### config.mk
export PLATFORM = sky130hd
export DESIGN_NAME = mem_stage
export DESIGN_NICKNAME = d
export VERILOG_FILES = /design/src/rtl/mem_stage_pkg.sv /design/src/rtl/mem_stage_align.sv /design/src/rtl/mem_stage.sv
export SDC_FILE = /design/constraint.sdc
export NUM_CORES = 1
export LEC_CHECK = 0
export ABC_AREA = 1
export BUFFER_PORTS_ARGS = -buffer_cell sky130_fd_sc_hd__buf_4
export CORE_MARGIN = 2
export CORE_UTILIZATION = 54
export CTS_CLUSTER_DIAMETER = 50
export DETAILED_ROUTE_END_ITERATION = 12
export GPL_TIMING_DRIVEN = 0
export PLACE_DENSITY = 0.94
export SYNTH_ARGS = -nofsm -noshare
export SYNTH_HDL_FRONTEND = slang
export SYNTH_HIERARCHICAL = 1
export SYNTH_SLANG_ARGS = --single-unit
### constraint.sdc
create_clock -name clk -period 2.7 [get_ports clk]
set_clock_uncertainty 0.05 [all_clocks]
set_input_delay 0.27 -clock clk [delete_from_list [all_inputs] [get_ports clk]]
set_output_delay 0.27 -clock clk [all_outputs]
set_load 0.05 [all_outputs]
### src/rtl/mem_stage_pkg.sv
// Shared opcode/funct3 codes, FSM encoding and EX/MEM payload for the MEM pipeline stage.
package mem_stage_pkg;

  localparam int unsigned XLEN  = 32;
  localparam int unsigned REG_W = 5;
  localparam int unsigned OPC_W = 7;
  localparam int unsigned FN_W  = 3;
  localparam int unsigned BE_W  = 4;
  localparam int unsigned CNT_W = 8;

  localparam logic [OPC_W-1:0] OP_LOAD  = 7'b0000011;
  localparam logic [OPC_W-1:0] OP_STORE = 7'b0100011;

  localparam logic [FN_W-1:0] FN_LB  = 3'b000;
  localparam logic [FN_W-1:0] FN_LH  = 3'b001;
  localparam logic [FN_W-1:0] FN_LW  = 3'b010;
  localparam logic [FN_W-1:0] FN_LBU = 3'b100;
  localparam logic [FN_W-1:0] FN_LHU = 3'b101;
  localparam logic [FN_W-1:0] FN_SB  = 3'b000;
  localparam logic [FN_W-1:0] FN_SH  = 3'b001;
  localparam logic [FN_W-1:0] FN_SW  = 3'b010;

  typedef enum logic {
    ST_IDLE   = 1'b0,
    ST_ACCESS = 1'b1
  } state_e;

  typedef struct packed {
    logic [OPC_W-1:0] opcode;
    logic [FN_W-1:0]  func;
    logic [XLEN-1:0]  alu_out;
    logic [XLEN-1:0]  mem_in;
    logic [XLEN-1:0]  data_in;
    logic [REG_W-1:0] rd;
    logic             regwrite;
  } exmem_t;

  function automatic logic is_mem_op(input logic [OPC_W-1:0] op);
    return (op == OP_LOAD) || (op == OP_STORE);
  endfunction

  // Store funct3 codes alias the load codes, so one check covers both.
  function automatic logic is_misaligned(input logic [FN_W-1:0] func, input logic [1:0] lo);
    logic mis;
    mis = 1'b0;
    case (func)
      FN_LH, FN_LHU: mis = lo[0];
      FN_LW:         mis = |lo;
      default:       mis = 1'b0;
    endcase
    return mis;
  endfunction

endpackage

### src/rtl/mem_stage_align.sv
// Byte-lane steering: store enables/data replication, load lane select/extension, alignment check.
module mem_align
  import mem_stage_pkg::*;
(
  input  logic [FN_W-1:0] func_i,
  input  logic [1:0]      addr_lo_i,
  input  logic [XLEN-1:0] st_data_i,
  input  logic [XLEN-1:0] rdata_i,
  output logic [BE_W-1:0] be_o,
  output logic [XLEN-1:0] wdata_o,
  output logic [XLEN-1:0] load_data_o,
  output logic            misaligned_o
);

  logic [XLEN-1:0] lane;

  always_comb begin
    be_o    = '0;
    wdata_o = '0;
    case (func_i[1:0])
      FN_SB[1:0]: begin
        be_o    = BE_W'(4'b0001 << addr_lo_i);
        wdata_o = {4{st_data_i[7:0]}};
      end
      FN_SH[1:0]: begin
        be_o    = BE_W'(4'b0011 << addr_lo_i);
        wdata_o = {2{st_data_i[15:0]}};
      end
      FN_SW[1:0]: begin
        be_o    = 4'b1111;
        wdata_o = st_data_i;
      end
      default: begin
        be_o    = '0;
        wdata_o = '0;
      end
    endcase
  end

  always_comb begin
    lane        = rdata_i >> {addr_lo_i, 3'b000};
    load_data_o = rdata_i;
    case (func_i)
      FN_LB:   load_data_o = {{24{lane[7]}}, lane[7:0]};
      FN_LH:   load_data_o = {{16{lane[15]}}, lane[15:0]};
      FN_LW:   load_data_o = rdata_i;
      FN_LBU:  load_data_o = {24'h0, lane[7:0]};
      FN_LHU:  load_data_o = {16'h0, lane[15:0]};
      default: load_data_o = rdata_i;
    endcase
  end

  assign misaligned_o = is_misaligned(func_i, addr_lo_i);

endmodule

### src/rtl/mem_stage.sv
// MEM pipeline stage: EX/MEM register, data-memory handshake with timeout, MEM/WB register.
module mem_stage
  import mem_stage_pkg::*;
#(
  parameter int unsigned TIMEOUT = 15
) (
  input  logic              clk,
  input  logic              rst_n,
  input  logic              ex_valid,
  input  logic [OPC_W-1:0]  ex_opcode,
  input  logic [FN_W-1:0]   ex_func,
  input  logic [XLEN-1:0]   ex_alu_out,
  input  logic [XLEN-1:0]   ex_mem_in,
  input  logic [XLEN-1:0]   ex_data_in,
  input  logic [REG_W-1:0]  ex_rd,
  input  logic              ex_regwrite,
  output logic              mem_stall,
  output logic [XLEN-1:0]   m_data_hzd,
  output logic              dmem_req,
  output logic              dmem_we,
  output logic [XLEN-1:0]   dmem_addr,
  output logic [BE_W-1:0]   dmem_be,
  output logic [XLEN-1:0]   dmem_wdata,
  input  logic              dmem_ready,
  input  logic [XLEN-1:0]   dmem_rdata,
  output logic              wb_valid,
  output logic [REG_W-1:0]  wb_rd,
  output logic              wb_regwrite,
  output logic [XLEN-1:0]   wb_data,
  output logic              misalign_exc,
  output logic              bus_err
);

  exmem_t           ex_d, ex_q;
  logic             valid_q;
  state_e           state_q, state_d;
  logic [CNT_W-1:0] cnt_q, cnt_d;
  logic             timeout_c;

  logic [BE_W-1:0]  be_c;
  logic [XLEN-1:0]  wdata_c;
  logic [XLEN-1:0]  load_data_c;
  logic             misaligned_c;
  logic             is_load_c, is_store_c, mis_exc_c;

  logic             wb_valid_q, wb_regwrite_q, misalign_q, bus_err_q;
  logic [REG_W-1:0] wb_rd_q;
  logic [XLEN-1:0]  wb_data_q;

  always_comb begin
    ex_d          = '0;
    ex_d.opcode   = ex_opcode;
    ex_d.func     = ex_func;
    ex_d.alu_out  = ex_alu_out;
    ex_d.mem_in   = ex_mem_in;
    ex_d.data_in  = ex_data_in;
    ex_d.rd       = ex_rd;
    ex_d.regwrite = ex_regwrite;
  end

  mem_align u_align (
    .func_i       (ex_q.func),
    .addr_lo_i    (ex_q.alu_out[1:0]),
    .st_data_i    (ex_q.mem_in),
    .rdata_i      (dmem_rdata),
    .be_o         (be_c),
    .wdata_o      (wdata_c),
    .load_data_o  (load_data_c),
    .misaligned_o (misaligned_c)
  );

  always_ff @(posedge clk) begin
    if (!rst_n) begin
      state_q <= ST_IDLE;
      cnt_q   <= '0;
    end else begin
      state_q <= state_d;
      cnt_q   <= cnt_d;
    end
  end

  // ACCESS is entered at the capture edge so dmem_req rises in the op's first MEM cycle.
  always_comb begin
    state_d   = state_q;
    cnt_d     = cnt_q;
    mem_stall = 1'b0;
    timeout_c = 1'b0;
    case (state_q)
      ST_IDLE: ;
      ST_ACCESS: begin
        if (!dmem_ready) begin
          if (cnt_q == CNT_W'(TIMEOUT - 1)) begin
            timeout_c = 1'b1;
          end else begin
            mem_stall = 1'b1;
            cnt_d     = cnt_q + CNT_W'(1);
          end
        end
      end
      default: state_d = ST_IDLE;
    endcase
    if (!mem_stall) begin
      cnt_d   = '0;
      state_d = (ex_valid && is_mem_op(ex_opcode) && !is_misaligned(ex_func, ex_alu_out[1:0]))
                ? ST_ACCESS : ST_IDLE;
    end
  end

  always_ff @(posedge clk) begin
    if (!rst_n) begin
      valid_q <= 1'b0;
      ex_q    <= '0;
    end else if (!mem_stall) begin
      valid_q <= ex_valid;
      ex_q    <= ex_d;
    end
  end

  assign is_load_c  = ex_q.opcode == OP_LOAD;
  assign is_store_c = ex_q.opcode == OP_STORE;
  assign mis_exc_c  = valid_q && (is_load_c || is_store_c) && misaligned_c;

  // A stalled MEM op leaves a bubble in WB so each retire is a single-cycle event.
  always_ff @(posedge clk) begin
    if (!rst_n) begin
      wb_valid_q    <= 1'b0;
      wb_rd_q       <= '0;
      wb_regwrite_q <= 1'b0;
      wb_data_q     <= '0;
      misalign_q    <= 1'b0;
      bus_err_q     <= 1'b0;
    end else if (mem_stall) begin
      wb_valid_q    <= 1'b0;
      wb_regwrite_q <= 1'b0;
      misalign_q    <= 1'b0;
      bus_err_q     <= 1'b0;
    end else begin
      wb_valid_q    <= valid_q;
      wb_rd_q       <= ex_q.rd;
      wb_regwrite_q <= valid_q && ex_q.regwrite && !is_store_c && !mis_exc_c && !timeout_c;
      wb_data_q     <= is_load_c ? load_data_c : ex_q.data_in;
      misalign_q    <= mis_exc_c;
      bus_err_q     <= timeout_c;
    end
  end

  assign dmem_req     = state_q == ST_ACCESS;
  assign dmem_we      = dmem_req && is_store_c;
  assign dmem_addr    = {ex_q.alu_out[XLEN-1:2], 2'b00};
  assign dmem_be      = dmem_req ? be_c : '0;
  assign dmem_wdata   = wdata_c;
  assign m_data_hzd   = ex_q.data_in;

  assign wb_valid     = wb_valid_q;
  assign wb_rd        = wb_rd_q;
  assign wb_regwrite  = wb_regwrite_q;
  assign wb_data      = wb_data_q;
  assign misalign_exc = misalign_q;
  assign bus_err      = bus_err_q;

endmodule

==> impl_metrics.toml <==
[status]
status = "finished clean"

[power_and_ir_drop]
power_mw = 6.69
ir_drop_mv = 0.535
netSwitchingFraction_pct = 31.9
p_leak_nw = 6.44
p_per_area_nw_per_um2 = 559
combPwrFrac_pct = 21.9
seqPwrFrac_pct = 39.2
clkPwrFrac_pct = 38.9
switchingPower_mw = 2.14
internal_power_mw = 4.55

[sta]
slew_headroom_pct = 55.1
fin_crit_ns = 2.39
finalHoldViolations = 0
tightestPinTransition_ns = 0.671
drv_slew = 0
finalWorstSetupSlack_ns = 0.308
max_freq_ghz = 0.418
fin_crit_sh_pct = 88.6
rsz0062_at_grt = "false"
fin_tns_setup_ns = 0
setup_viol = 0

[global_route]
grt_pass1_vias = 9927
grtUsageMet2_pct = 67.8
grt.overflow.total = 0
grt_max_degree = 18
grt_first_pass_wirelength_um = 49700
antenna_found_initial = 1
grtUsageTotal_pct = 39.4
grt_util_met3_pct = 8.69
use_met1_pct = 44.2
top_usage_layer = "met2"

[critical_path]
worstPathRequired_ns = 2.38
crit_path_end_kind = "output pin"
cp.arrival_ns = 2.07
crit_type = "flip-flop to output pin"
crit_fanout = 10
start_kind = "flip-flop"

[drt]
num_vias = 9682
drc = 0
drtAntennaViolNets = 0
drt_first_pass_iters = 5
wl_um = 31600
wl_per_cell_um = 17.6
viasPerCell = 5.41
drtIter0Drc = 959

[final_layout]
layout.nets = 1741
utilization_pct = 83.0
syn2layout_area_growth_pct = 51.2
drive_above_1_share_pct = 29.2
postLayoutCellArea_sq_um = 12000

[yosys]
ys_seq_area_share_pct = 41.2
synth_cells = 1180
ys_warn_count = 6
ys_seq_elements = 163
syn_area_sq_um = 7920
synth_cell_types = 36
postSynthAreaPerCell_sq_um = 6.71

[floorplanning]
floorplan.die_area_sq_um = 15600
core_sq_um = 14400
ioPinCount = 292
start_util_pct = 54.9
fp.dieW_um = 125
chipHeight_um = 125
num_rows = 44

[cts]
cts_max_path_buffers = 2
cts_tree = "yes"
cts_root_buf = "clkbuf_16"
h-tree-depth = 4
cts_resized = 0
clk_latency_ns = 0.44
cts_buffers = 17
cts_sinks = 163
path_clk_slew_ns = 0.07

[placement]
gp_congestion = 0.907
post_dp_cell_area_sq_um = 10300
dpl_worst_slack_ns = 0.567
place.port_buffers = 289
dpl.hpwl_um = 19000

[min_path]
worstHoldPathType = "input pin to flip-flop"

[job]
max_cap_violations = 0
==> per-stage QoR <==
| stage | std cells | hold slack, ns |
|---|---|---|
| final | 1789 | 0.00185 |
| after global routing | 1789 | 0.0101 |
| after CTS | 1788 | 0.000366 |
| after detailed placement | 1654 | 0.379 |
| after global placement | 1654 | 0.374 |
| after floorplan | 1181 | 0.323 |
==> layer usage <==
metal / vias to the layer above / part of all wire, %
li1: 4413 / -
met1: 4434 / 36
met2: 656 / 49
met3: 179 / 8.6
met4: 0 / 6.5
met5: - / 0
==> kinds of logic after synthesis <==
family	synth area share (%)
compound gates	2.75
fa+ha+maj	0.316
buf+inv	12.4
xor+xnor	0.332
flops	41.2
other cells	0.0474
simple gates	42.9
==> layout make-up <==
cell class                 count  area [sq um]
fill                         852          2450
clock buffer                  18           439
multi-input combinational    856          3670
clock inverter                14           186
tap                          184           230
buffer                       121           827
antenna                        1          2.50
sequential                   163          3260
inverter                      41           156
timing repair buffer         391          3190
==> registers in the layout (all words and copies together), names as in the netlist <==
| name | cells |
|---|---|
| wb_valid | 1 |
| wb_data | 32 |
| cnt_q | 8 |
| ex_q | 50 |
| wb_rd | 5 |
| dmem_addr | 30 |
| misalign_exc | 1 |
| wb_regwrite | 1 |
| valid_q | 1 |
| m_data_hzd | 32 |
| dmem_req | 1 |
| bus_err | 1 |
==> worst max-delay path: stages (launching register included) <==
cell and delay [ns]:
dfxtp_1 0.36, buf_6 0.15, nand2_1 0.12, inv_1 0.25
buf_2 0.29, nand2_1 0.08, o21ai_0 0.13, buf_4 0.26
==> synth_stat cells (all sizes together) <==
| cell type | instances | area share, % |
|---|---|---|
| nor3 | 4 | 0.32 |
| nand3 | 99 | 7.4 |
| conb | 1 | 0.047 |
| nor2 | 48 | 2.8 |
| nand3b | 1 | 0.095 |
| nand4 | 10 | 1.2 |
| a31oi | 1 | 0.079 |
| o21ai | 20 | 1.3 |
| ha | 2 | 0.32 |
| o31ai | 2 | 0.19 |
| xnor2 | 3 | 0.33 |
| buf | 105 | 9.7 |
| dfxtp | 163 | 41 |
| a21oi | 10 | 0.63 |
| clkinv | 1 | 0.047 |
| clkbuf | 16 | 0.76 |
| o32ai | 1 | 0.11 |
| nand2 | 648 | 31 |
| inv | 40 | 1.9 |
| o211ai | 5 | 0.47 |
==> final timing paths <==
path         slack (ns)           start             end  cells past startpoint
max reg2reg        0.44        cnt_q[0]         ex_q[2]                      9
min               0.002  ex_alu_out[26]   dmem_addr[26]                      3
max                0.31       ex_q[103]  dmem_wdata[21]                      7
min reg2reg        0.39         ex_q[3]        wb_rd[2]                      2
==> power by group through the flow <==
stage | Clock [mW] | Sequential (mW) | Combinational (mW)
2_1_floorplan | 0 | 2.72 | 0.747
3_3_place_gp | 0 | 2.66 | 1.27
3_5_place_dp | 0 | 2.66 | 1.29
4_1_cts | 2.56 | 2.61 | 1.42
5_1_grt | 2.69 | 2.63 | 1.54
6_report | 2.60 | 2.62 | 1.46
==> cell usage in the layout (no fill, tap or decap), types with 3 or more instances in the layout <==
cell type      instances
nand4_2                5
nand3_1               81
buf_6                  4
o21ai_0               15
xnor2_1                3
inv_6                  6
buf_4                366
dfxtp_1              163
a21oi_1               10
o211ai_1               5
inv_1                 37
inv_8                  3
nand4_1                5
buf_2                 21
nor3_1                 3
nand2_1              640
nand2_4                3
clkbuf_16             17
nor2_1                40
clkbuf_1              16
nand2_2                5
nor2_2                 6
o21ai_1                5
dlygate4sd3_1        102
nand3_2               18
==> what timing repair did <==
| item | in CTS | in global routing |
|---|---|---|
| hold buffers | 102 | 0 |
| setup buffers | 0 | 0 |
| hold endpoints to repair | 102 | 0 |
(Power assumes the default switching activity.)
